[config.mk]
export PLATFORM = sky130hd
export DESIGN_NAME = fifo_wr_cntrl
export DESIGN_NICKNAME = d
export VERILOG_FILES = /design/src/rtl/sw_pkg.sv /design/src/rtl/fifo_wr_cntrl_addr_decode.sv /design/src/rtl/fifo_wr_cntrl.sv
export SDC_FILE = /design/constraint.sdc
export NUM_CORES = 1
export LEC_CHECK = 0
export CORE_UTILIZATION = 43
export CTS_BUF_LIST = sky130_fd_sc_hd__clkbuf_4
export DETAILED_ROUTE_END_ITERATION = 6
export HOLD_SLACK_MARGIN = 0.05
export MAX_ROUTING_LAYER = met4
export PLACE_DENSITY = 0.77
export SETUP_SLACK_MARGIN = 0.4
export SYNTH_ARGS = -nofsm -noshare
export SYNTH_HDL_FRONTEND = slang
export SYNTH_SLANG_ARGS = --single-unit
[constraint.sdc]
create_clock -name clk -period 2.5 [get_ports clk]
set_input_delay 0.625 -clock clk [delete_from_list [all_inputs] [get_ports clk]]
set_output_delay 0.625 -clock clk [all_outputs]
set_load 0.03 [all_outputs]
[src/rtl/sw_pkg.sv]
// Constants and types shared by the FIFO write controller and the FIFO read arbiter.
package sw_pkg;

    localparam int unsigned NUM_SW_INST_DEF = 32'd5;
    localparam int unsigned W_WIDTH_DEF     = 32'd8;
    localparam int unsigned ADDR_BASE_DEF   = 32'h10;
    localparam int unsigned MAX_PKT_LEN_DEF = 32'd16;

    typedef enum logic [1:0] {
        IDLE = 2'd0,
        FWD  = 2'd1,
        DROP = 2'd2
    } fsm_t;

    // A single-FIFO build still needs a 1-bit destination index.
    function automatic int unsigned idx_width(input int unsigned n);
        if (n <= 32'd1) begin
            return 32'd1;
        end else begin
            return $clog2(n);
        end
    endfunction

endpackage

[src/rtl/fifo_wr_cntrl_addr_decode.sv]
// Combinational header decode: maps a header beat to a destination FIFO index.
module addr_decode
    import sw_pkg::*;
#(
    parameter int unsigned NUM_SW_INST = NUM_SW_INST_DEF,
    parameter int unsigned W_WIDTH     = W_WIDTH_DEF,
    parameter int unsigned ADDR_BASE   = ADDR_BASE_DEF,
    parameter int unsigned IDX_W       = idx_width(NUM_SW_INST)
) (
    input  logic [W_WIDTH-1:0] data_in,
    output logic               hit,
    output logic [IDX_W-1:0]   idx
);

    // One extra bit so ADDR_BASE+NUM_SW_INST cannot wrap at the top of the range.
    localparam logic [W_WIDTH:0] LO_ADDR = (W_WIDTH+1)'(ADDR_BASE);
    localparam logic [W_WIDTH:0] HI_ADDR = (W_WIDTH+1)'(ADDR_BASE + NUM_SW_INST);

    logic [W_WIDTH:0] w_ext;
    logic [W_WIDTH:0] w_off;

    // Range check and offset computation.
    always_comb begin
        w_ext = {1'b0, data_in};
        w_off = w_ext - LO_ADDR;
        hit   = (w_ext >= LO_ADDR) && (w_ext < HI_ADDR);
        idx   = IDX_W'(w_off);
    end

endmodule

[src/rtl/fifo_wr_cntrl.sv]
// Write-side controller: steers each framed packet into its destination FIFO,
// dropping unmapped packets and forcing a terminating last entry on long ones.
module fifo_wr_cntrl
    import sw_pkg::*;
#(
    parameter int unsigned NUM_SW_INST = NUM_SW_INST_DEF,
    parameter int unsigned W_WIDTH     = W_WIDTH_DEF,
    parameter int unsigned ADDR_BASE   = ADDR_BASE_DEF,
    parameter int unsigned MAX_PKT_LEN = MAX_PKT_LEN_DEF
) (
    input  logic                   clk,
    input  logic                   rst_n,
    input  logic [W_WIDTH-1:0]     data_in,
    input  logic                   valid_in,
    input  logic                   sop_in,
    input  logic                   eop_in,
    output logic                   ready_out,
    input  logic [NUM_SW_INST-1:0] full,
    output logic [NUM_SW_INST-1:0] wr_en,
    output logic [W_WIDTH-1:0]     wr_data,
    output logic                   wr_last,
    output logic                   pkt_drop,
    output logic                   pkt_trunc,
    output logic                   proto_err
);

    localparam int unsigned IDX_W = idx_width(NUM_SW_INST);
    localparam int unsigned CNT_W = $clog2(MAX_PKT_LEN) + 32'd1;
    localparam logic [CNT_W-1:0] LAST_CNT = CNT_W'(MAX_PKT_LEN - 32'd1);
    localparam logic [NUM_SW_INST-1:0] ONE_HOT0 = NUM_SW_INST'(1'b1);

    fsm_t             r_state;
    fsm_t             w_state_nxt;
    logic [IDX_W-1:0] r_dest;
    logic [IDX_W-1:0] w_dest_nxt;
    logic [CNT_W-1:0] r_beat_cnt;
    logic [CNT_W-1:0] w_cnt_nxt;
    logic             r_drop;
    logic             r_trunc;
    logic             r_perr;
    logic             w_drop_nxt;
    logic             w_trunc_nxt;
    logic             w_perr_nxt;
    logic             w_hit;
    logic [IDX_W-1:0] w_idx;

    addr_decode #(
        .NUM_SW_INST (NUM_SW_INST),
        .W_WIDTH     (W_WIDTH),
        .ADDR_BASE   (ADDR_BASE),
        .IDX_W       (IDX_W)
    ) u_addr_decode (
        .data_in (data_in),
        .hit     (w_hit),
        .idx     (w_idx)
    );

    assign wr_data   = data_in;
    assign pkt_drop  = r_drop;
    assign pkt_trunc = r_trunc;
    assign proto_err = r_perr;

    // Next-state, handshake and same-cycle write strobe generation.
    always_comb begin
        w_state_nxt = r_state;
        w_dest_nxt  = r_dest;
        w_cnt_nxt   = r_beat_cnt;
        w_drop_nxt  = 1'b0;
        w_trunc_nxt = 1'b0;
        w_perr_nxt  = 1'b0;
        ready_out   = 1'b0;
        wr_en       = '0;
        wr_last     = 1'b0;
        if (!rst_n) begin
            ready_out = 1'b0;
        end else begin
            case (r_state)
                IDLE: begin
                    ready_out = !(valid_in && sop_in && w_hit && full[w_idx]);
                    if (valid_in && ready_out) begin
                        if (sop_in && w_hit) begin
                            wr_en       = ONE_HOT0 << w_idx;
                            wr_last     = eop_in;
                            w_dest_nxt  = w_idx;
                            w_cnt_nxt   = CNT_W'(1'b1);
                            w_state_nxt = eop_in ? IDLE : FWD;
                        end else if (sop_in) begin
                            w_drop_nxt  = 1'b1;
                            w_state_nxt = eop_in ? IDLE : DROP;
                        end else begin
                            w_perr_nxt  = 1'b1;
                        end
                    end else begin
                        w_state_nxt = IDLE;
                    end
                end
                FWD: begin
                    ready_out = !full[r_dest];
                    if (valid_in && ready_out) begin
                        wr_en      = ONE_HOT0 << r_dest;
                        wr_last    = eop_in || (r_beat_cnt == LAST_CNT);
                        w_cnt_nxt  = r_beat_cnt + CNT_W'(1'b1);
                        w_perr_nxt = sop_in;
                        // eop on the limiting beat terminates normally, no truncation.
                        if (eop_in) begin
                            w_state_nxt = IDLE;
                        end else if (r_beat_cnt == LAST_CNT) begin
                            w_trunc_nxt = 1'b1;
                            w_state_nxt = DROP;
                        end else begin
                            w_state_nxt = FWD;
                        end
                    end else begin
                        w_state_nxt = FWD;
                    end
                end
                DROP: begin
                    ready_out = 1'b1;
                    if (valid_in) begin
                        w_perr_nxt  = sop_in;
                        w_state_nxt = eop_in ? IDLE : DROP;
                    end else begin
                        w_state_nxt = DROP;
                    end
                end
                default: begin
                    w_state_nxt = IDLE;
                end
            endcase
        end
    end

    // State, destination, beat counter and event pulse registers.
    always_ff @(posedge clk) begin
        if (!rst_n) begin
            r_state    <= IDLE;
            r_dest     <= '0;
            r_beat_cnt <= '0;
            r_drop     <= 1'b0;
            r_trunc    <= 1'b0;
            r_perr     <= 1'b0;
        end else begin
            r_state    <= w_state_nxt;
            r_dest     <= w_dest_nxt;
            r_beat_cnt <= w_cnt_nxt;
            r_drop     <= w_drop_nxt;
            r_trunc    <= w_trunc_nxt;
            r_perr     <= w_perr_nxt;
        end
    end

endmodule
== After elaboration in Yosys (flattened, before gate mapping) ==
Cells that the tools add are included.
W data, S select, Z words.
Word-level totals
  bits in registers: 13
  input port bits: 18
  output and inout bits: 18
  logic and storage cells: 80
Cells by class
  add/sub/neg operators: 2
  order comparisons: 4
  equal/unequal tests: 7
  shifts and indexed selects: 2
  mux-type cells: 38
  bitwise logic cells: 5
  reduce and logical (&&, ||, !) cells: 16
Operators with widths (number)
  $mux W5: 7
  $pmux W5 S2: 2
  $mux W2: 8
  $mux W1: 15
  $shl A1 B3 Y5 const A: 2
  $ge A8 B5 Y1 const B: 1
  $lt A3 B4 Y1 const B: 2
  $lt A8 B5 Y1 const B: 1
  $reduce_or A4 Y1: 2
  $logic_and A1 B1 Y1: 7
  $bmux W1 S3: 2
  $ne A2 B2 Y1 const B: 3
  $pmux W1 S3: 2
  $pmux W2 S3: 1
  $add A5 B1 Y5 const B: 1
  $eq A5 B4 Y1 const B: 1
  $not A1 Y1: 5
  $ne A4 B4 Y1 const B: 1
  $reduce_and A4 Y1: 1
  $reduce_and A3 Y1: 1
  $sub A3 B1 Y3 const B: 1
  $eq A2 B1 Y1 const B: 1
  $eq A2 B2 Y1 const B: 1
  $logic_not A1 Y1: 2
  4 further kinds: 4

== Logic depth before layout (Yosys ltp) ==
  depth in word-level cells: 9
  mapped depth: 8
  depth with buffers taken out: 7

== Hierarchy ==
From an unflattened synthesis, not the netlist that was laid out.
Second synthesis, totals
  cell total of the unflattened synthesis: 140
  area, all modules: 1072.3 µm²
Modules (own cells, without submodules)
  fifo_wr_cntrl: instances 1, cells each 134, area each 1032.2 µm², sequential area each 260.2 µm²
  addr_decode: instances 1, cells each 6, area each 40.0 µm², sequential area each 0.0 µm²

== Least setup slack after synthesis ==
Ideal clock, no wire load.
  path type: input to output
  start point: input port data_in[1]
  end point: output port wr_en[0]
  data arrival time: 2.761 ns
  data required time: 1.875 ns
  setup slack: -0.886 ns
  stages on the path: 6
  buffers on the path: 1
  cell sequence: buf_6 -> mux2_4 -> a22o_4 -> nor4_4 -> nand2_2 -> o41ai_1
On the way
  longest elaborated chain between the ends: 9
  elaborated cells on any way between the ends: 16
  those cells by class: 1 x add/sub; 2 x order compare; 1 x shift; 6 x mux; 6 x reduce/logical
RTL lines
  start: declaration: line fifo_wr_cntrl.sv:13  | input logic [W_WIDTH-1:0] data_in,
  $sub A3 B1 Y3, or another cell as far along: line fifo_wr_cntrl_addr_decode.sv:25  | w_off = w_ext - LO_ADDR;
  $bmux W1 S3 or $logic_and A1 B1 Y1 (tied branches): line fifo_wr_cntrl.sv:79, fifo_wr_cntrl_addr_decode.sv:26
  $mux W1 (implied by the code) or $logic_and A1 B1 Y1 (tied branches): line fifo_wr_cntrl.sv:79  | ready_out = !(valid_in && sop_in && w_hit && full[w_idx]);
  $logic_and A1 B1 Y1: line fifo_wr_cntrl.sv:79
  $logic_not A1 Y1: line fifo_wr_cntrl.sv:79
  $logic_and A1 B1 Y1: line fifo_wr_cntrl.sv:80  | if (valid_in && ready_out) begin
  $mux W5 (*): line fifo_wr_cntrl.sv:80
  $pmux W5 S2 (*): line fifo_wr_cntrl.sv:77  | case (r_state)
  $mux W5 (*): line fifo_wr_cntrl.sv:74  | if (!rst_n) begin
  end: declaration: line fifo_wr_cntrl.sv:19  | output logic [NUM_SW_INST-1:0] wr_en,
Mark *: on every way between the ends. The rest lies on a longest branch, timed or not. The select of a mux whose other input is x is not followed.

== Worst setup path in the final report ==
  start point: input port data_in[7]
  end point: output port wr_en[3]
On the way
  longest elaborated chain between the ends: 9
  elaborated cells on any way between the ends: 12
  those cells by class: 2 x order compare; 4 x mux; 6 x reduce/logical
RTL lines
  $ge A8 B5 Y1 or $lt A8 B5 Y1 (tied branches): line fifo_wr_cntrl_addr_decode.sv:26  | hit = (w_ext >= LO_ADDR) && (w_ext < HI_ADDR);
  $logic_and A1 B1 Y1 (*): line fifo_wr_cntrl_addr_decode.sv:26
  $logic_and A1 B1 Y1 (2 in series): line fifo_wr_cntrl.sv:79
  $logic_not A1 Y1: line fifo_wr_cntrl.sv:79
  $logic_and A1 B1 Y1: line fifo_wr_cntrl.sv:80
  $mux W5 (*): line fifo_wr_cntrl.sv:80
  $pmux W5 S2 (*): line fifo_wr_cntrl.sv:77
  $mux W5 (*): line fifo_wr_cntrl.sv:74
Mark *: on every way between the ends. The rest lies on a longest branch, timed or not.

==> metrics <==
Synthesis Warnings=0; maximum number of pins on one net before global-route repair=13; number of storage elements in the synthesis netlist=13; GR Util All Layers=31.2%; clk_lat worst skew=290 ps; Die X-Extent=54.1 um; count of final hold-check violations=0; placer congestion estimate=0.909; ports placed on the boundary=36; cells taking the most area after synthesis=sky130_fd_sc_hd__dfxtp_1, sky130_fd_sc_hd__ha_1, sky130_fd_sc_hd__mux2i_1; die outline area=2930 um2; DR pass1 iterations=5; iteration-0 DRC count of the detailed router=50; post-place setup slack=-799 ps; number of placed instances, taps included=~230; fmax=361 MHz; wire per inst=18.1 um; post-route clock period utilization=111%; number of enable flip-flop cells after synthesis=0; post-route antenna net violation count=0; via count of the first global-routing pass=1351; Initial Util=46.3%; pwr dens=296 nW/um2; number of placement rows=18; async set-or-reset flop fraction in the synthesized netlist=0%; Synth top area share=22.3%; highest fanout seen on the critical path=5; leak pwr=0.920 nW; initial antenna violation count=0; Final Skew=around 1.7 ps; worst hold-check slack=500 ps; number of nets in the layout=238; Final Util=78.1%; class of the most critical hold timing path=reg -> reg; Final Power=0.583 mW; diode insertion count for antenna repair=0; max-capacitance violation count=0; CTS tree=done; Final Instance Count excl. Fillers=243; sequential element share of the synthesized area=22.3%; most instantiated flip-flop cell in the synthesis netlist=sky130_fd_sc_hd__dfxtp_1; Final Instance Area=between 1500 and 2000 um2; first-pass GRT wire length=6.24 mm; most frequently used cell type in the post-synthesis netlist=sky130_fd_sc_hd__nor2_1; proportion of layout cells with a drive suffix above 1=47.4%; worst vdd ir=roughly 0.28 mV; final count of negative-setup-slack endpoints=7; DRC violations left=0; GRT overflow=0; minimum setup slack in the final design=-270 ps; final HPWL from detailed placement=2.87 mm; accumulated negative setup slack=-1480 ps; unrepaired setup endpoints after global routing=true; run status=finished with violations; Area Growth Syn to Fin=68.7%; cell area reported after detailed placement=1790 um2; failing checks=setup timing; H-Tree Level Count=1; die extent in y=54.1 um; Worst EP required=1880 ps; number of different library cells in the post-synthesis netlist=49; sort of element at the end of the critical path=primary output; list of most frequent post-synthesis cells=sky130_fd_sc_hd__nor2_1, sky130_fd_sc_hd__dfxtp_1, sky130_fd_sc_hd__nand2_1; clock transition at the registers of the reported paths=around 80 ps; largest area contributor in the synthesized netlist=sky130_fd_sc_hd__dfxtp_1; total CTS buffers=3; via density per instance=a little under 6; area of the core=between 2000 and 3000 um2; Clk Tree Root Cell=sky130_fd_sc_hd__clkbuf_4; total number of vias=1440; number of instances in the synthesized netlist=144; pin slew with the least headroom to its limit=roughly 570 ps; Num Clock Sinks=13; startpoint type of the worst setup path=input port; buffers added on ports=35; worst slew slack as a fraction of its limit=between 60% and 70%; post-synth net total=168; post-layout min period=2770 ps; post-synthesis average cell area=8.11 um2; crit path kind=in -> out; final slew viol count=0; signal arrival time at the worst endpoint=2150 ps; synthesized cell area=1170 um2; maximum clock path buffer count=2; total wire length=around 4.4 mm
critical path, cell delays in order:
cell,delay [ps]
sky130_fd_sc_hd__buf_6,100
sky130_fd_sc_hd__nor4b_4,310
sky130_fd_sc_hd__nand4b_4,150
sky130_fd_sc_hd__nor4_4,300
sky130_fd_sc_hd__buf_4,210
sky130_fd_sc_hd__nand4_1,160
sky130_fd_sc_hd__o41ai_4,80
sky130_fd_sc_hd__buf_4,210
placed cells by master (no fill, tap or decap), types with 2 or more instances in the layout:
master,Yosys,layout
sky130_fd_sc_hd__a21oi_1,9,6
sky130_fd_sc_hd__a21oi_4,0,2
sky130_fd_sc_hd__and4bb_2,2,2
sky130_fd_sc_hd__buf_2,1,5
sky130_fd_sc_hd__buf_4,8,46
sky130_fd_sc_hd__buf_6,1,10
sky130_fd_sc_hd__clkbuf_2,0,2
sky130_fd_sc_hd__clkbuf_4,0,4
sky130_fd_sc_hd__clkdlybuf4s15_2,0,2
sky130_fd_sc_hd__clkdlybuf4s50_1,0,5
sky130_fd_sc_hd__dfxtp_1,13,13
sky130_fd_sc_hd__dlygate4sd2_1,0,6
sky130_fd_sc_hd__dlymetal6s2s_1,0,2
sky130_fd_sc_hd__ha_1,6,6
sky130_fd_sc_hd__inv_1,7,7
sky130_fd_sc_hd__mux2_4,1,2
sky130_fd_sc_hd__mux2i_1,6,6
sky130_fd_sc_hd__nand2_1,10,9
sky130_fd_sc_hd__nand2b_1,4,4
sky130_fd_sc_hd__nand3_1,7,6
sky130_fd_sc_hd__nand3b_1,2,2
sky130_fd_sc_hd__nor2_1,16,13
sky130_fd_sc_hd__nor2_2,0,3
sky130_fd_sc_hd__nor3_1,4,3
sky130_fd_sc_hd__nor4_1,2,2
sky130_fd_sc_hd__o21ai_0,4,3
sky130_fd_sc_hd__o21ai_2,0,2
sky130_fd_sc_hd__o21ai_4,0,2
sky130_fd_sc_hd__o41ai_4,0,3
sky130_fd_sc_hd__or3_1,2,2
where the power goes:
| part | total [mW] | internal, mW | switching (mW) |
|---|---|---|---|
| Sequential | 0.214 | 0.211 | 0.00333 |
| Combinational | 0.221 | 0.103 | 0.117 |
| Clock | 0.148 | 0.0730 | 0.0751 |
logic make-up after synthesis:
| logic type | after synthesis | share of synthesized area [%] |
|---|---|---|
| AND/OR/NAND/NOR | 59 | 30.9 |
| AO/OA/AOI/OAI | 36 | 22.6 |
| buffers and inverters | 22 | 10.4 |
| flip-flops | 13 | 22.3 |
| multiplexers | 8 | 7.40 |
| adder cells (fa/ha/maj) | 6 | 6.43 |
flip-flops by register name (all words and copies together), names as in the netlist:
register,flops
pkt_trunc,1
proto_err,1
pkt_drop,1
r_state,2
r_dest,3
r_beat_cnt,5
layout make-up:
| type | instances | area, um2 |
|---|---|---|
| Clock buffer | 4 | 30.0 |
| Fill cell | 167 | 553 |
| Inverter | 8 | 30.0 |
| Multi-Input combinational cell | 109 | 953 |
| Sequential cell | 13 | 260 |
| Tap cell | 30 | 37.5 |
| Timing Repair Buffer | 79 | 658 |
path summary, 6_finish.rpt:
check / slack [ps] / cells after the start / endpoint / from
max: -270 / 8 / wr_en[3] / data_in[7]
min: 500 / 2 / r_beat_cnt[4] / r_beat_cnt[4]
max reg2reg: 470 / 6 / r_beat_cnt[4] / r_dest[2]
min reg2reg: 500 / 2 / r_beat_cnt[4] / r_beat_cnt[4]
what timing repair did:
| action | 4_1_cts | 5_1_grt |
|---|---|---|
| gates resized for setup | 62 | 22 |
| endpoints found under the hold margin | 0 | 0 |
| hold buffers | 0 | 0 |
| setup buffers | 6 | 2 |
| endpoints found under the setup margin | 24 | 12 |
| pin swaps | 13 | 10 |
per-layer routing:
layer	routed length, um	GRT usage (%)
met5	0	-
met4	127	11.5
met3	261	5.37
met2	2250	56.0
met1	1750	34.2
(Power assumes the default switching activity.)
